===== src/rtl/cnn_pkg.sv =====
// Shared constants for the CNN datapath.
// Holds the MAC output width (derived from image and kernel operand widths),
// the default quantizer widths, and the guard bits used by the rounding and
// saturation stages so every block agrees on intermediate sizes.
package cnn_pkg;

  localparam int IMG_WIDTH       = 16;
  localparam int KER_WIDTH       = 16;
  localparam int MAC_WIDTH       = IMG_WIDTH + KER_WIDTH + 1;

  localparam int BIAS_WIDTH_DEF  = 16;
  localparam int OUT_WIDTH_DEF   = 16;
  localparam int SHIFT_WIDTH_DEF = 5;

  // acc + bias needs one extra bit so the sum can never overflow.
  localparam int SUM_GUARD       = 1;
  // Adding the half-LSB rounding constant needs one more bit of headroom.
  localparam int ROUND_GUARD     = 1;

  localparam int SAT_CNT_WIDTH   = 16;

endpackage


===== src/rtl/fifo_fwft.sv =====
// First-word-fall-through FIFO.
// Ports:
//   clk, rst  : clock, asynchronous active-high reset (clears pointers)
//   push/wdata: write request and data
//   pop       : read request; ignored when empty
//   rdata     : head entry, zero when empty
//   valid     : FIFO not empty
// Pointers carry one extra wrap bit so full and empty are distinguishable
// without a separate counter. A push to a full FIFO is accepted only when a
// pop frees a slot in the same cycle.
module fifo_fwft #(
  parameter int WIDTH = 16,
  parameter int DEPTH = 4
) (
  input  logic             clk,
  input  logic             rst,
  input  logic             push,
  input  logic [WIDTH-1:0] wdata,
  input  logic             pop,
  output logic [WIDTH-1:0] rdata,
  output logic             valid
);

  localparam int AW = $clog2(DEPTH);
  localparam logic [AW:0] PTR_ONE = (AW + 1)'(1);

  logic [WIDTH-1:0] mem_q [DEPTH];
  logic [AW:0]      wr_ptr_q, wr_ptr_d;
  logic [AW:0]      rd_ptr_q, rd_ptr_d;
  logic             empty, full, do_push, do_pop;

  assign empty   = (wr_ptr_q == rd_ptr_q);
  assign full    = (wr_ptr_q[AW] != rd_ptr_q[AW]) &&
                   (wr_ptr_q[AW-1:0] == rd_ptr_q[AW-1:0]);
  assign do_pop  = pop & ~empty;
  assign do_push = push & (~full | do_pop);

  assign valid = ~empty;
  assign rdata = empty ? '0 : mem_q[rd_ptr_q[AW-1:0]];

  always_comb begin
    wr_ptr_d = do_push ? wr_ptr_q + PTR_ONE : wr_ptr_q;
    rd_ptr_d = do_pop  ? rd_ptr_q + PTR_ONE : rd_ptr_q;
  end

  always_ff @(posedge clk or posedge rst) begin
    if (rst) begin
      wr_ptr_q <= '0;
      rd_ptr_q <= '0;
    end else begin
      wr_ptr_q <= wr_ptr_d;
      rd_ptr_q <= rd_ptr_d;
    end
  end

  // NOTE: storage is deliberately not reset; emptiness comes from the
  // pointers, and leaving the array reset-free lets it map to plain RAM.
  always_ff @(posedge clk) begin
    if (do_push) mem_q[wr_ptr_q[AW-1:0]] <= wdata;
  end

endmodule


===== src/rtl/result_quantize.sv =====
// Accumulator result quantizer.
// Three-stage pipeline: (1) acc + bias, (2) round-half-up arithmetic right
// shift, (3) optional ReLU and saturation into a FWFT output FIFO.
// Ports:
//   acc/acc_val/acc_rdy : accumulator input strobe; acc_rdy is credit based
//   bias/shift/relu_en  : per-item controls, sampled with acc_val
//   out_data/out_val/out_rdy : quantized output stream (FIFO head)
//   err_clr/err_overflow: sticky flag for strobes issued while acc_rdy low
//   sat_cnt             : saturating count of clipped results
module result_quantize
  import cnn_pkg::*;
#(
  parameter int ACC_WIDTH   = MAC_WIDTH,
  parameter int BIAS_WIDTH  = BIAS_WIDTH_DEF,
  parameter int OUT_WIDTH   = OUT_WIDTH_DEF,
  parameter int SHIFT_WIDTH = SHIFT_WIDTH_DEF,
  parameter int FIFO_DEPTH  = 4
) (
  input  logic                         clk,
  input  logic                         rst,
  input  logic signed [ACC_WIDTH-1:0]  acc,
  input  logic                         acc_val,
  output logic                         acc_rdy,
  input  logic signed [BIAS_WIDTH-1:0] bias,
  input  logic [SHIFT_WIDTH-1:0]       shift,
  input  logic                         relu_en,
  output logic signed [OUT_WIDTH-1:0]  out_data,
  output logic                         out_val,
  input  logic                         out_rdy,
  input  logic                         err_clr,
  output logic                         err_overflow,
  output logic [SAT_CNT_WIDTH-1:0]     sat_cnt
);

  localparam int SW = ACC_WIDTH + SUM_GUARD;
  localparam int RW = SW + ROUND_GUARD;
  localparam int CW = $clog2(FIFO_DEPTH) + 1;

  localparam logic signed [RW-1:0] SAT_MAX =
    {{(RW - OUT_WIDTH + 1){1'b0}}, {(OUT_WIDTH - 1){1'b1}}};
  localparam logic signed [RW-1:0] SAT_MIN =
    {{(RW - OUT_WIDTH + 1){1'b1}}, {(OUT_WIDTH - 1){1'b0}}};

  logic                     pop, accept;
  logic [CW-1:0]            credits_q, credits_d;

  logic                     s1_vld_q;
  logic signed [SW-1:0]     s1_sum_q, s1_sum_d;
  logic [SHIFT_WIDTH-1:0]   s1_shift_q;
  logic                     s1_relu_q;

  logic                     s2_vld_q;
  logic signed [RW-1:0]     s2_val_q, s2_val_d;
  logic                     s2_relu_q;

  logic signed [RW-1:0]     rnd_inc, rnd_sum, relu_val;
  logic                     clip_hi, clip_lo;
  logic signed [OUT_WIDTH-1:0] q_data;

  logic                     err_q, err_d;
  logic [SAT_CNT_WIDTH-1:0] sat_q, sat_d;

  // A pop this cycle returns a credit immediately, so a full buffer that is
  // draining can still accept a new item in the same cycle.
  assign pop     = out_val & out_rdy;
  assign acc_rdy = (credits_q < CW'(FIFO_DEPTH)) | pop;
  assign accept  = acc_val & acc_rdy;

  assign err_overflow = err_q;
  assign sat_cnt      = sat_q;

  // NOTE: every combinational output gets a default before any condition so
  // no path leaves a signal unassigned and no latch is inferred.
  always_comb begin
    s1_sum_d = SW'(acc) + SW'(bias);

    // Half-LSB constant for round-half-up; shift==0 adds nothing.
    rnd_inc  = (s1_shift_q == '0) ? '0 : (RW'(1) <<< (s1_shift_q - 1'b1));
    rnd_sum  = RW'(s1_sum_q) + rnd_inc;
    s2_val_d = rnd_sum >>> s1_shift_q;

    // ReLU first: a clamp to zero never counts as saturation.
    relu_val = (s2_relu_q && s2_val_q[RW-1]) ? '0 : s2_val_q;
    clip_hi  = (relu_val > SAT_MAX);
    clip_lo  = (relu_val < SAT_MIN);
    q_data   = relu_val[OUT_WIDTH-1:0];
    if (clip_hi)      q_data = SAT_MAX[OUT_WIDTH-1:0];
    else if (clip_lo) q_data = SAT_MIN[OUT_WIDTH-1:0];

    credits_d = credits_q;
    case ({accept, pop})
      2'b10:   credits_d = credits_q + CW'(1);
      2'b01:   credits_d = credits_q - CW'(1);
      default: credits_d = credits_q;
    endcase

    // A fresh overflow beats a clear in the same cycle.
    err_d = (err_q & ~err_clr) | (acc_val & ~acc_rdy);

    sat_d = sat_q;
    if (s2_vld_q && (clip_hi || clip_lo) && (sat_q != '1))
      sat_d = sat_q + SAT_CNT_WIDTH'(1);
  end

  // NOTE: state registers use non-blocking assignments so every flop samples
  // the pre-edge values regardless of statement order.
  always_ff @(posedge clk or posedge rst) begin
    if (rst) begin
      credits_q  <= '0;
      s1_vld_q   <= 1'b0;
      s1_sum_q   <= '0;
      s1_shift_q <= '0;
      s1_relu_q  <= 1'b0;
      s2_vld_q   <= 1'b0;
      s2_val_q   <= '0;
      s2_relu_q  <= 1'b0;
      err_q      <= 1'b0;
      sat_q      <= '0;
    end else begin
      credits_q  <= credits_d;
      // Bias is consumed in stage 1; shift and relu_en ride along with the
      // operand so later input changes never touch in-flight items.
      s1_vld_q   <= accept;
      s1_sum_q   <= s1_sum_d;
      s1_shift_q <= shift;
      s1_relu_q  <= relu_en;
      s2_vld_q   <= s1_vld_q;
      s2_val_q   <= s2_val_d;
      s2_relu_q  <= s1_relu_q;
      err_q      <= err_d;
      sat_q      <= sat_d;
    end
  end

  // Credits guarantee a free slot for every item in flight, so the push is
  // never refused.
  fifo_fwft #(
    .WIDTH (OUT_WIDTH),
    .DEPTH (FIFO_DEPTH)
  ) u_fifo (
    .clk   (clk),
    .rst   (rst),
    .push  (s2_vld_q),
    .wdata (q_data),
    .pop   (out_rdy),
    .rdata (out_data),
    .valid (out_val)
  );

endmodule


===== config.mk =====
export PLATFORM = sky130hd
export DESIGN_NAME = result_quantize
export DESIGN_NICKNAME = d
export VERILOG_FILES = /design/src/rtl/cnn_pkg.sv /design/src/rtl/fifo_fwft.sv /design/src/rtl/result_quantize.sv
export SDC_FILE = /design/constraint.sdc
export NUM_CORES = 1
export LEC_CHECK = 0
export CAP_MARGIN = 30
export CORE_MARGIN = 2
export CORE_UTILIZATION = 49
export DETAILED_ROUTE_END_ITERATION = 16
export PLACE_DENSITY = 0.71
export SLEW_MARGIN = 30
export SYNTH_ARGS = -nofsm -noshare
export SYNTH_HDL_FRONTEND = slang
export SYNTH_SLANG_ARGS = --single-unit
export TNS_END_PERCENT = 10

===== constraint.sdc =====
create_clock -name clk -period 6 [get_ports clk]
set_input_delay 1.2 -clock clk [delete_from_list [all_inputs] [get_ports clk]]
set_output_delay 1.2 -clock clk [all_outputs]
set_load 0.05 [all_outputs]

[After elaboration in Yosys (flattened, before gate mapping)]
Memory sizes are Yosys's and may differ from the RTL's.
Index checks and enable logic that the tools add are counted.
Word-level totals
  word-level logic and storage cells: 59
  output and inout port bits: 35
  RAM bits: 64
  bits in registers: 104
  memories kept: 1
  input bits: 60
Cells by class
  reduce and logical (&&, ||, !) cells: 7
  mux-type cells: 8
  magnitude comparators: 3
  bitwise operators: 12
  shift operators: 2
  eq/ne operators: 6
  $add $sub $neg: 8
Memories
  u_fifo.mem_q: depth 4, bits a word 16, read ports 1, clocked after memory_dff 0, wr ports 1, line fifo_fwft.sv:27  | logic [WIDTH-1:0] mem_q [DEPTH];
Operator list (number)
  35-bit two-way mux: 2
  16-bit two-way mux: 3
  34-bit by 35-bit adder with 35-bit output: 1
  35-bit by 16-bit greater-than comparator with 1-bit output, second input constant: 1
  35-bit by 16-bit < comparator with 1-bit output, second input constant: 1
  1-bit by 5-bit <<< shifter with 35-bit output, first input constant: 1
  35-bit by 5-bit >>> shifter with 35-bit output: 1
  33-bit by 16-bit adder with 34-bit output: 1
  16-bit by 1-bit adder with 16-bit output, second input constant: 1
  16-bit inequality test, second input constant: 1
  3-bit by 1-bit adder with 3-bit output, second input constant: 3
  3-bit case mux with 2 select lines: 1
  1-bit AND: 5
  5-bit zero test: 1
  5-bit by 1-bit subtractor with 5-bit output, second input constant: 1
  1-bit logical AND: 4
  1-bit NOT: 4
  3-bit == test: 1
  3-bit < comparator, second input constant: 1
  1-bit bitwise OR: 3
  3-bit by 1-bit subtractor with 3-bit output, second input constant: 1
  2-bit by 1-bit == test with 1-bit output, second input constant: 1
  2-bit == test: 1
  2-bit == test, second input constant: 1
  other kinds (4): 5

[Longest topological paths before layout]
  word-level depth: 7
  depth in mapped cells: 20
  depth with buffers taken out: 17

[Modules after synthesis]
Synthesis repeated with hierarchy kept, for this count alone.
Second synthesis, totals
  cell total of the unflattened synthesis: 1387
  area, all modules: 12981.2 um^2
By module, submodules not included
  result_quantize: area each 10077.2 um^2, cells each 1245, times used 1, seq. area each 2452.4 um^2
  fifo_fwft: area each 2904.0 um^2, cells each 142, times used 1, seq. area each 2072.0 um^2

[Least setup slack after synthesis]
OpenSTA, ideal clock, no wires.
  kind: register to register
  from: register s1_shift_q[0]
  to: register s2_val_q[15]
  arrival: 4519 ps
  required time: 5889 ps
  slack: 1370 ps
  clock period less this slack: 4630 ps
  stages on the path, launching flop included: 19
  library setup time: 111 ps
  buffers on the path: 4
  path through: dfrtp_1 -> clkbuf_1 -> inv_1 -> buf_1 -> clkbuf_1 -> nand2_1 -> nor3_1 -> ha_1 -> buf_4 -> a21oi_2 -> o21ai_4 -> a211oi_2 -> a2111o_2 -> a21boi_1 -> o31a_1 -> a221o_1 -> mux2_4 -> mux2_2 -> a222oi_1
On the way
  word-level cells in the longest chain between the ends: 5
  elaborated cells between the ends (all ways): 6
  those cells by class: add/sub: 2; shift: 2; mux: 1; reduce/logical: 1
RTL lines
  start: declaration: line result_quantize.sv:49  | logic [SHIFT_WIDTH-1:0] s1_shift_q;
  start signal: assignment: line result_quantize.sv:125  | s1_shift_q <= shift;
  5-bit by 1-bit subtractor with 5-bit output: line result_quantize.sv:78  | rnd_inc = (s1_shift_q == '0) ? '0 : (RW'(1) <<< (s1_shift_q - 1'b1));
  1-bit by 5-bit <<< shifter with 35-bit output: line result_quantize.sv:78
  35-bit two-way mux: line result_quantize.sv:78
  34-bit by 35-bit adder with 35-bit output: line result_quantize.sv:79  | rnd_sum = RW'(s1_sum_q) + rnd_inc;
  35-bit by 5-bit >>> shifter with 35-bit output (*): line result_quantize.sv:80  | s2_val_d = rnd_sum >>> s1_shift_q;
  named net s2_val_d[15]: line result_quantize.sv:53  | logic signed [RW-1:0] s2_val_q, s2_val_d;
  end signal: assignment: line result_quantize.sv:128  | s2_val_q <= s2_val_d;
  end: declaration: line result_quantize.sv:53
Mark *: on every way through the listed nets, which the timed path passes. The rest lies on a longest branch.
A chain may end at the register's enable or synchronous reset.

[Final worst setup path]
  from: register s1_shift_q[3]
  to: register s2_val_q[10]
Same word-level chain as after synthesis.

==> metrics.md <==
| Metric | Value |
|---|---|
| Run status | `finished, final reports clean` |
| IO Pins | `between 90 and 100` |
| Die ar. | `around 0.026 mm²` |
| Initial core utilization | `50.1%` |
| Hold Path Class | `reg2reg` |
| Final min period | `about 5500 ps` |
| Hold depth | `0` |
| Worst-path clk slew | `approximately 70 ps` |
| Max Slew Vio Count | `0` |
| Hold_ws | `around 360 ps` |
| Critical Path Source Type | `flip-flop` |
| Nets | `about 1,500` |
| Final wirelength | `roughly 33,000 µm` |
| Slowest cell on crit path | `o31ai_1` |
| Pwr Total | `around 5.3 mW` |
| Share of layout cells above drive strength 1 | `10.2%` |
| WS Path Type | `reg2reg` |
| Area occupied by registers | `0.00452 mm²` |
| Buffers on Ports | `94` |
| Post-CTS sizing | `0` |
| Worst r2r src | `s1_shift_q[3]$_DFF_PP0_` |
| CP cell instances | `nor2_1 > nand2_1 > nor2_1 > ha_1 > inv_1 > fa_1 > nand2b_1 > a21oi_1 > o21ai_2 > a2111o_2 > a21boi_1 > nor4_1 > o31ai_1 > a32o_1 > nor3_1 > a221oi_1` |
| Yosys cell types | `90` |
| CP Capture Type | `flip-flop` |
| Syn Std Cell Area | `about 0.012 mm²` |
| Fmax | `between 150 and 200 MHz` |
| Max Cap Violations | `0` |
| Max Root-Sink Buffers | `2` |
| RSZ-0062 raised after global routing | `no` |
| Family with the most delay on the worst path | `compound AO/OA/AOI/OAI gates` |
| Layout area overhead | `16.0%` |
| CP Max Fanout | `7` |
| Pin count of the biggest net entering global routing | `between 60 and 70` |
| Max IR drop VDD | `0.000412 V` |
| Via count | `10,531` |
| H-tree levels | `4` |
| Avg Vias per Cell | `just over 6` |
| Slew @ Worst Pin | `roughly 1000 ps` |
| R2r worst-path depth | `16` |
| Root Buffer Master | `clkbuf_16` |
| Yosys reg bits | `~170` |
| Power Dens Cells | `around 370 mW/mm²` |
| Row cnt | `57` |
| Hpwl dp | `between 20,000 and 25,000 µm` |
| Hold-fix buffers at CTS | `0` |
| Fin crit share | `~91%` |
| TNS Setup | `0 ps` |
| Sequential area share after synthesis | `36.9%` |
| Antenna violations before repair | `0` |
| Crit path DAT | `between 5000 and 6000 ps` |
| YS warnings | `0` |
| CP most frequent cell | `nor2_1` |
| R2r setup slk | `550 ps` |
| Worst clock skew | `~13 ps` |
| Clk_lat worst skew | `roughly 440 ps` |
| Die X-Extent | `162 µm` |
| # diodes | `0` |
| Core area | `around 0.024 mm²` |
| Worst EP required | `about 6300 ps` |
| GRT Total Usage | `~25%` |
| First-pass GRT wire length | `52,900 µm` |
| Hold endpoint | `s2_vld_q$_DFF_PP0_` |
| Asr flop ratio synth | `slightly above 60%` |
| Detailed router's first-iteration violation count | `~1,000` |
| WP buf/inv | `1` |
| Fin util | `58.1%` |
| DRT antenna net count | `0` |
| Setup crit start | `s1_shift_q[3]$_DFF_PP0_` |
| Clock sinks | `between 150 and 200` |
| TritonRoute pass-1 iters | `5` |
| Grt total ovfl | `0` |
| Setup violators final | `0` |
| Lkg Pwr | `~5.9 nW` |
| Remaining routing DRC violations | `0` |
| Number of enable flip-flop cells after synthesis | `between 60 and 70` |
| Mean Syn Cell Area | `9.57 µm²` |
| Crit-path max cell delay | `~800 ps` |
| Postcts setup bufs | `0` |
| Hold wc startpoint | `s1_vld_q$_DFF_PP0_` |
| TritonCTS clock tree | `done` |
| Per-cell routed wire length | `roughly 19 µm` |
| Mapped Cells | `roughly 1,300` |
| Worst R2R End | `s2_val_q[10]$_DFF_PP0_` |
| Vias in the first global route | `between 10,000 and 15,000` |
| Top_reg_cell synth | `dfrtp_1` |
| Synthesized Nets | `roughly 1,400` |
| Slew margin rel. | `33.1%` |
| Total CTS buffers | `17` |
| Routability congestion estimate | `0.977` |
| Number of hold violations in the final report | `0` |
| Fillers | `roughly 2,200` |
| Footprint of the multi-input gates | `between 0.007 and 0.008 mm²` |
| DIE HEIGHT | `around 160 µm` |
==> layer usage <==
metal	vias to the layer above	wire, µm	part of all wire (%)	track usage, %
met4	0	1050	3.2	8.97
met1	5109	14100	43	32.8
met5	-	0	0	0
met3	77	1560	4.8	3.60
li1	4968	-	-	-
met2	377	16100	49	43.5
==> synthesized netlist by cell type, types with 23 or more instances <==
library cell / instances / area share, %
clkbuf_1: 41 / 1.3
nor2_1: 108 / 3.3
a21o_1: 35 / 2.1
dfrtp_1: 104 / 21
inv_1: 38 / 1.2
nor3_1: 43 / 1.8
o21ai_0: 40 / 1.6
xor2_1: 30 / 2.1
nand3_1: 33 / 1.3
xnor2_1: 50 / 3.6
mux2i_1: 29 / 2.4
mux4_2: 29 / 5.3
nand2_1: 126 / 3.9
a21oi_1: 90 / 3.7
nor2b_1: 23 / 1.2
edfxtp_1: 64 / 16
ha_1: 72 / 7.4
==> report_power, final <==
| group | leakage [nW] | total (mW) | switching, mW | internal [mW] |
|---|---|---|---|---|
| logic | 3.75 | 2.51 | 1.55 | 0.964 |
| clock network | 0.295 | 1.12 | 0.504 | 0.617 |
| registers | 1.82 | 1.64 | 0.151 | 1.49 |
==> flip-flops by register name, indices dropped and copies added, names as in the netlist <==
name	cells
credits_q	3
err_overflow	1
s1_relu_q	1
s1_shift_q	5
s1_sum_q	34
s1_vld_q	1
s2_relu_q	1
s2_val_q	35
s2_vld_q	1
sat_cnt	16
u_fifo.mem_q	64
u_fifo.rd_ptr_q	3
u_fifo.wr_ptr_q	3
==> cell type report <==
| class | instances | area share, % |
|---|---|---|
| Clock inverter | 13 | 1.03 |
| Timing Repair Buffer | 123 | 8.18 |
| Multi-Input combinational cell | 1012 | 51.8 |
| Sequential cell | 168 | 31.8 |
| Tap cell | 324 | 2.85 |
| Clock buffer | 19 | 3.20 |
| Inverter | 40 | 1.07 |
==> per-stage QoR <==
step	cells	setup slack (ps)	area, µm²
floorplan	1280	1370	12200
global placement	1666	795	13600
detailed placement	1666	796	13600
CTS	1698	730	14200
global route	1699	415	14200
finish	1699	547	14200
==> cells in the final DEF (no fill, tap or decap), types with 17 or more instances in the layout <==
cell / Yosys / final
nor2b_1: 23 / 23
o21a_1: 18 / 18
edfxtp_1: 64 / 64
a21oi_1: 90 / 89
nand3_1: 33 / 33
buf_4: 3 / 28
inv_1: 38 / 37
mux4_2: 29 / 29
dfrtp_1: 104 / 104
xnor2_1: 50 / 50
nand2_1: 126 / 126
xor2_1: 30 / 30
nor3_1: 43 / 43
ha_1: 72 / 72
clkbuf_16: 0 / 18
a21o_1: 35 / 35
o21ai_0: 40 / 40
clkdlybuf4s50_1: 0 / 94
and3_1: 17 / 17
nor2_1: 108 / 104
mux2i_1: 29 / 29
and2_1: 17 / 17
a211oi_1: 18 / 18
==> logic make-up after synthesis <==
logic type	after synthesis	synth area share (%)
compound gates	359	20.9
xor+xnor	80	5.72
fa+ha+maj	75	7.84
buf+inv	100	3.22
flops	168	36.9
mux	72	9.05
other cells	1	0.0306
simple gates	425	16.3
==> worst max path at each step <==
stage,endpoint,slack [ps],cells after the start
2_1_floorplan,s2_val_q[15]$_DFF_PP0_,1370,18
3_3_place_gp,s2_val_q[10]$_DFF_PP0_,790,16
3_5_place_dp,s2_val_q[10]$_DFF_PP0_,800,16
4_1_cts,s2_val_q[10]$_DFF_PP0_,730,16
5_1_grt,s2_val_q[10]$_DFF_PP0_,420,16
6_report,s2_val_q[10]$_DFF_PP0_,550,16
==> worst register-to-register path: cells and delay by family (launching register included) <==
family                     cells  cell delay [ps]
adders and majority gates      2              590
DFF                            1              440
AOI/OAI and AO/OA              7             3000
and+or+nand+nor                6             1210
buffers and inverters          1               60
No activity file was read; power rests on OpenSTA's default activity.
==> patch 1, RTL diff (same settings) <==
Take the reset off `s1_sum_q`, `s1_shift_q` and `s2_val_q` and load them in a clocked block of their own.
--- a/src/rtl/result_quantize.sv
+++ b/src/rtl/result_quantize.sv
@@ -109,9 +109,6 @@
       credits_q  <= '0;
       s1_vld_q   <= 1'b0;
-      s1_sum_q   <= '0;
-      s1_shift_q <= '0;
       s1_relu_q  <= 1'b0;
       s2_vld_q   <= 1'b0;
-      s2_val_q   <= '0;
       s2_relu_q  <= 1'b0;
       err_q      <= 1'b0;
@@ -122,13 +119,16 @@
       // operand so later input changes never touch in-flight items.
       s1_vld_q   <= accept;
-      s1_sum_q   <= s1_sum_d;
-      s1_shift_q <= shift;
       s1_relu_q  <= relu_en;
       s2_vld_q   <= s1_vld_q;
-      s2_val_q   <= s2_val_d;
       s2_relu_q  <= s1_relu_q;
       err_q      <= err_d;
       sat_q      <= sat_d;
     end
+  end
+
+  always_ff @(posedge clk) begin
+    s1_sum_q   <= s1_sum_d;
+    s1_shift_q <= shift;
+    s2_val_q   <= s2_val_d;
   end
 
Formal check against the unedited RTL: no difference found for any inputs over 4 cycles, from zero or initial values and one cycle with rst high; that may be too few to reach the edited logic, so the function may still have changed.
==> patch 1 against the unedited design <==
Fmax is 7.5% higher; synthesized cell count up 8.3%; cell count is 6.1% higher; design area rose by 0.23%; synthesized area is 0.26% higher; wire length grew 15%; setup slack improved by 380 ps; first-iteration DRC count rose by 29%; power shrank 1.8%; global-route usage increased by 3.4 points; sequential cell count unchanged; critical endpoint is now s2_val_q[5]$_DFF_P_; worst hold slack lost 11 ps.
==> patch 1: results (changes against the unedited design) <==
stage	metric	value	unit	change
run_status	outcome	completed		unchanged
synth	Yosys cell types	93		was 90
pwr	P_leak	5.61	nW	was 5.86 nW
synth	adder-cell area share of the yosys netlist	7.82	%	was 7.84%
cells_and_area	Reg area	4160	um2	was 4520 um2
synth	top post-synthesis cells by count	154 x nand2_1, 127 x nor2_1, 74 x dfxtp_1, 72 x a21oi_1, 72 x ha_1		was 126 x nand2_1, 108 x nor2_1, 104 x dfrtp_1, 90 x a21oi_1, 72 x ha_1
detailed_routing	M1 WL	16000	um	was 14,100 um
cells_and_area	Inverters excl. clock	53		was 40
synth	Synth Area in XOR/XNOR	5.06	%	was 5.72%
cells_and_area	count of multi-input gates	1099		was 1,012
critical_path	CP Max Fanout	17		was 7
sta	Max Clock Skew	14.6	ps	was 12.7 ps
critical_path	CP endpoint	s2_val_q[5]$_DFF_P_		was s2_val_q[10]$_DFF_PP0_
grt	largest net degree at the start of global routing	48		was 63
critical_path	critical path's largest stage delay	590	ps	was 820 ps
detailed_routing	DR WL met2	17800	um	was 16,100 um
sta	Worst-Margin Slew	940	ps	was 995 ps
synth	Async S/R FF share, synth	17.9	%	was 61.9%
cells_and_area	nets@finish	1600		was 1,497
cells_and_area	bufs w/o clock	126		was 123
grt	first-pass GRT wire length	59500	um	was 52,900 um
pwr	NetSw	2.24	mW	was 2.20 mW
critical_path	crit path from	s1_shift_q[3]$_DFF_P_		was s1_shift_q[3]$_DFF_PP0_
cells_and_area	Clock buffer cells	17		was 19
grt	grt met3 use	3.52	%	was 3.60%
synth	Synth Flop Type	dfxtp_1		was dfrtp_1
patch 1: how the worst min path moves through the flow:
| stage | cells after the start | slack, ps | to | start |
|---|---|---|---|---|
| 4_1_cts | 0 | 350 | s2_relu_q$_DFF_PP0_ | s1_relu_q$_DFF_PP0_ |
| 5_1_grt | 0 | 370 | s2_relu_q$_DFF_PP0_ | s1_relu_q$_DFF_PP0_ |
| 6_report | 0 | 350 | s2_relu_q$_DFF_PP0_ | s1_relu_q$_DFF_PP0_ |
| 3_5_place_dp | 0 | 340 | s2_relu_q$_DFF_PP0_ | s1_relu_q$_DFF_PP0_ |
| 2_1_floorplan | 0 | 330 | s2_relu_q$_DFF_PP0_ | s1_relu_q$_DFF_PP0_ |
| 3_3_place_gp | 0 | 330 | s2_relu_q$_DFF_PP0_ | s1_relu_q$_DFF_PP0_ |
patch 1: per-stage QoR:
stage | cells | hold WS, ps
finish | 1802 | 353
global route | 1802 | 374
CTS | 1802 | 353
detailed placement | 1770 | 336
global placement | 1770 | 332
floorplan | 1386 | 331
==> patch 2, RTL diff (same flow settings) <==
Without the edit above. The parameter `FIFO_DEPTH` goes from 4 to 8.
--- a/src/rtl/result_quantize.sv
+++ b/src/rtl/result_quantize.sv
@@ -15,5 +15,5 @@
   parameter int OUT_WIDTH   = OUT_WIDTH_DEF,
   parameter int SHIFT_WIDTH = SHIFT_WIDTH_DEF,
-  parameter int FIFO_DEPTH  = 4
+  parameter int FIFO_DEPTH  = 8
 ) (
   input  logic                         clk,
Behaviour: not the same (a bounded check fails within 10 cycles, from zero or initial values and one cycle with rst high).
==> patch 2 against the unedited design <==
Cell count up 16%; sequential share of layout area increased by 5.2 points; power grew 28%; design area is 24% higher; count of clock-buffer cells in the layout is 17 higher; setup slack improved by 380 ps; wire length up 25%; sequential cell count grew 67; worst hold slack worse by 14 ps; synthesized area grew 24%; global-route usage decreased by 0.56 points; largest cell class unchanged; largest power group unchanged; highest routed layer unchanged.
==> patch 2: results (changes against the unedited design) <==
stage	metric	value	unit	change
grt	first-pass GRT wire length	65600	um	was 52,900 um
run_status	outcome	completed		unchanged
critical_path	CP arrival	5550	ps	was 5730 ps
placement	GP Congestion	0.983		was 0.977
clock_tree	worst skew pair latency	550	ps	was 440 ps
placement	cell count after placement	1918		was 1,666
synth	compound-gate portion of the synthesized area	18.0	%	was 20.9%
pwr	VDD IR max	0.000244	V	was 0.000412 V
synth	syn nets	1595		was 1,415
pwr	P_leak	6.92	nW	was 5.86 nW
detailed_routing	final WL	40800	um	was 32,800 um
clock_tree	# H-tree levels	1		was 4
cells_and_area	nets@finish	1684		was 1,497
synth	multiplexer share of the synthesized area	10.7	%	was 9.05%
critical_path	reg2reg setup slack	930	ps	was 550 ps
detailed_routing	drt pass-1 iters	7		was 5
detailed_routing	drt wl/cell	20.8	um	was 19.3 um
synth	top post-synthesis cells by count	134 x nor2_1, 128 x edfxtp_1, 127 x nand2_1, 107 x dfrtp_1, 88 x a21oi_1		was 126 x nand2_1, 108 x nor2_1, 104 x dfrtp_1, 90 x a21oi_1, 72 x ha_1
grt	largest net degree at the start of global routing	66		was 63
critical_path	Slowest cell on crit path	dfrtp_1		was o31ai_1
detailed_routing	Initial DRC Count	933		was 1,004
placement	dpl hpwl	29800	um	was 24,700 um
placement	Placed Area	16800	um2	was 13,600 um2
hold_path	min-delay src	s1_relu_q$_DFF_PP0_		was s1_vld_q$_DFF_PP0_
synth	number of synthesized flops with an enable pin	128		was 64
synth	adder-cell area share of the yosys netlist	6.23	%	was 7.84%
sta	Max Clock Skew	21.4	ps	was 12.7 ps
synth	Synth Flop Type	edfxtp_1		was dfrtp_1
critical_path	reg2reg path depth	18		was 16
placement	worst slack, placed	993	ps	was 796 ps
synth	Synth Area in XOR/XNOR	4.32	%	was 5.72%
clock_tree	Num CTS Buffers	26		was 17
-- patch 2: per-layer routing --
layer	wire, um	vias to the layer above	GRT usage [%]
met5	0	-	0
met3	2390	110	3.40
met1	16800	5963	32.0
met2	20000	449	42.2
met4	1650	0	9.84
li1	-	5740	-
-- patch 2: layout make-up --
class	instances	area (um2)
Clock buffer	36	708
Clock inverter	12	154
Fill cell	2604	13000
Inverter	40	153
Multi-Input combinational cell	1110	8310
Sequential cell	235	6520
Tap cell	396	495
Timing Repair Buffer	137	1270
-- patch 2: power by group through the flow --
| stage | clock network, mW | logic (mW) | registers (mW) |
|---|---|---|---|
| floorplan | 0 | 2.06 | 2.23 |
| global placement | 0 | 2.87 | 2.25 |
| detailed placement | 0 | 2.93 | 2.26 |
| CTS | 1.64 | 2.94 | 2.23 |
| global route | 1.70 | 3.16 | 2.26 |
| finish | 1.60 | 2.94 | 2.23 |
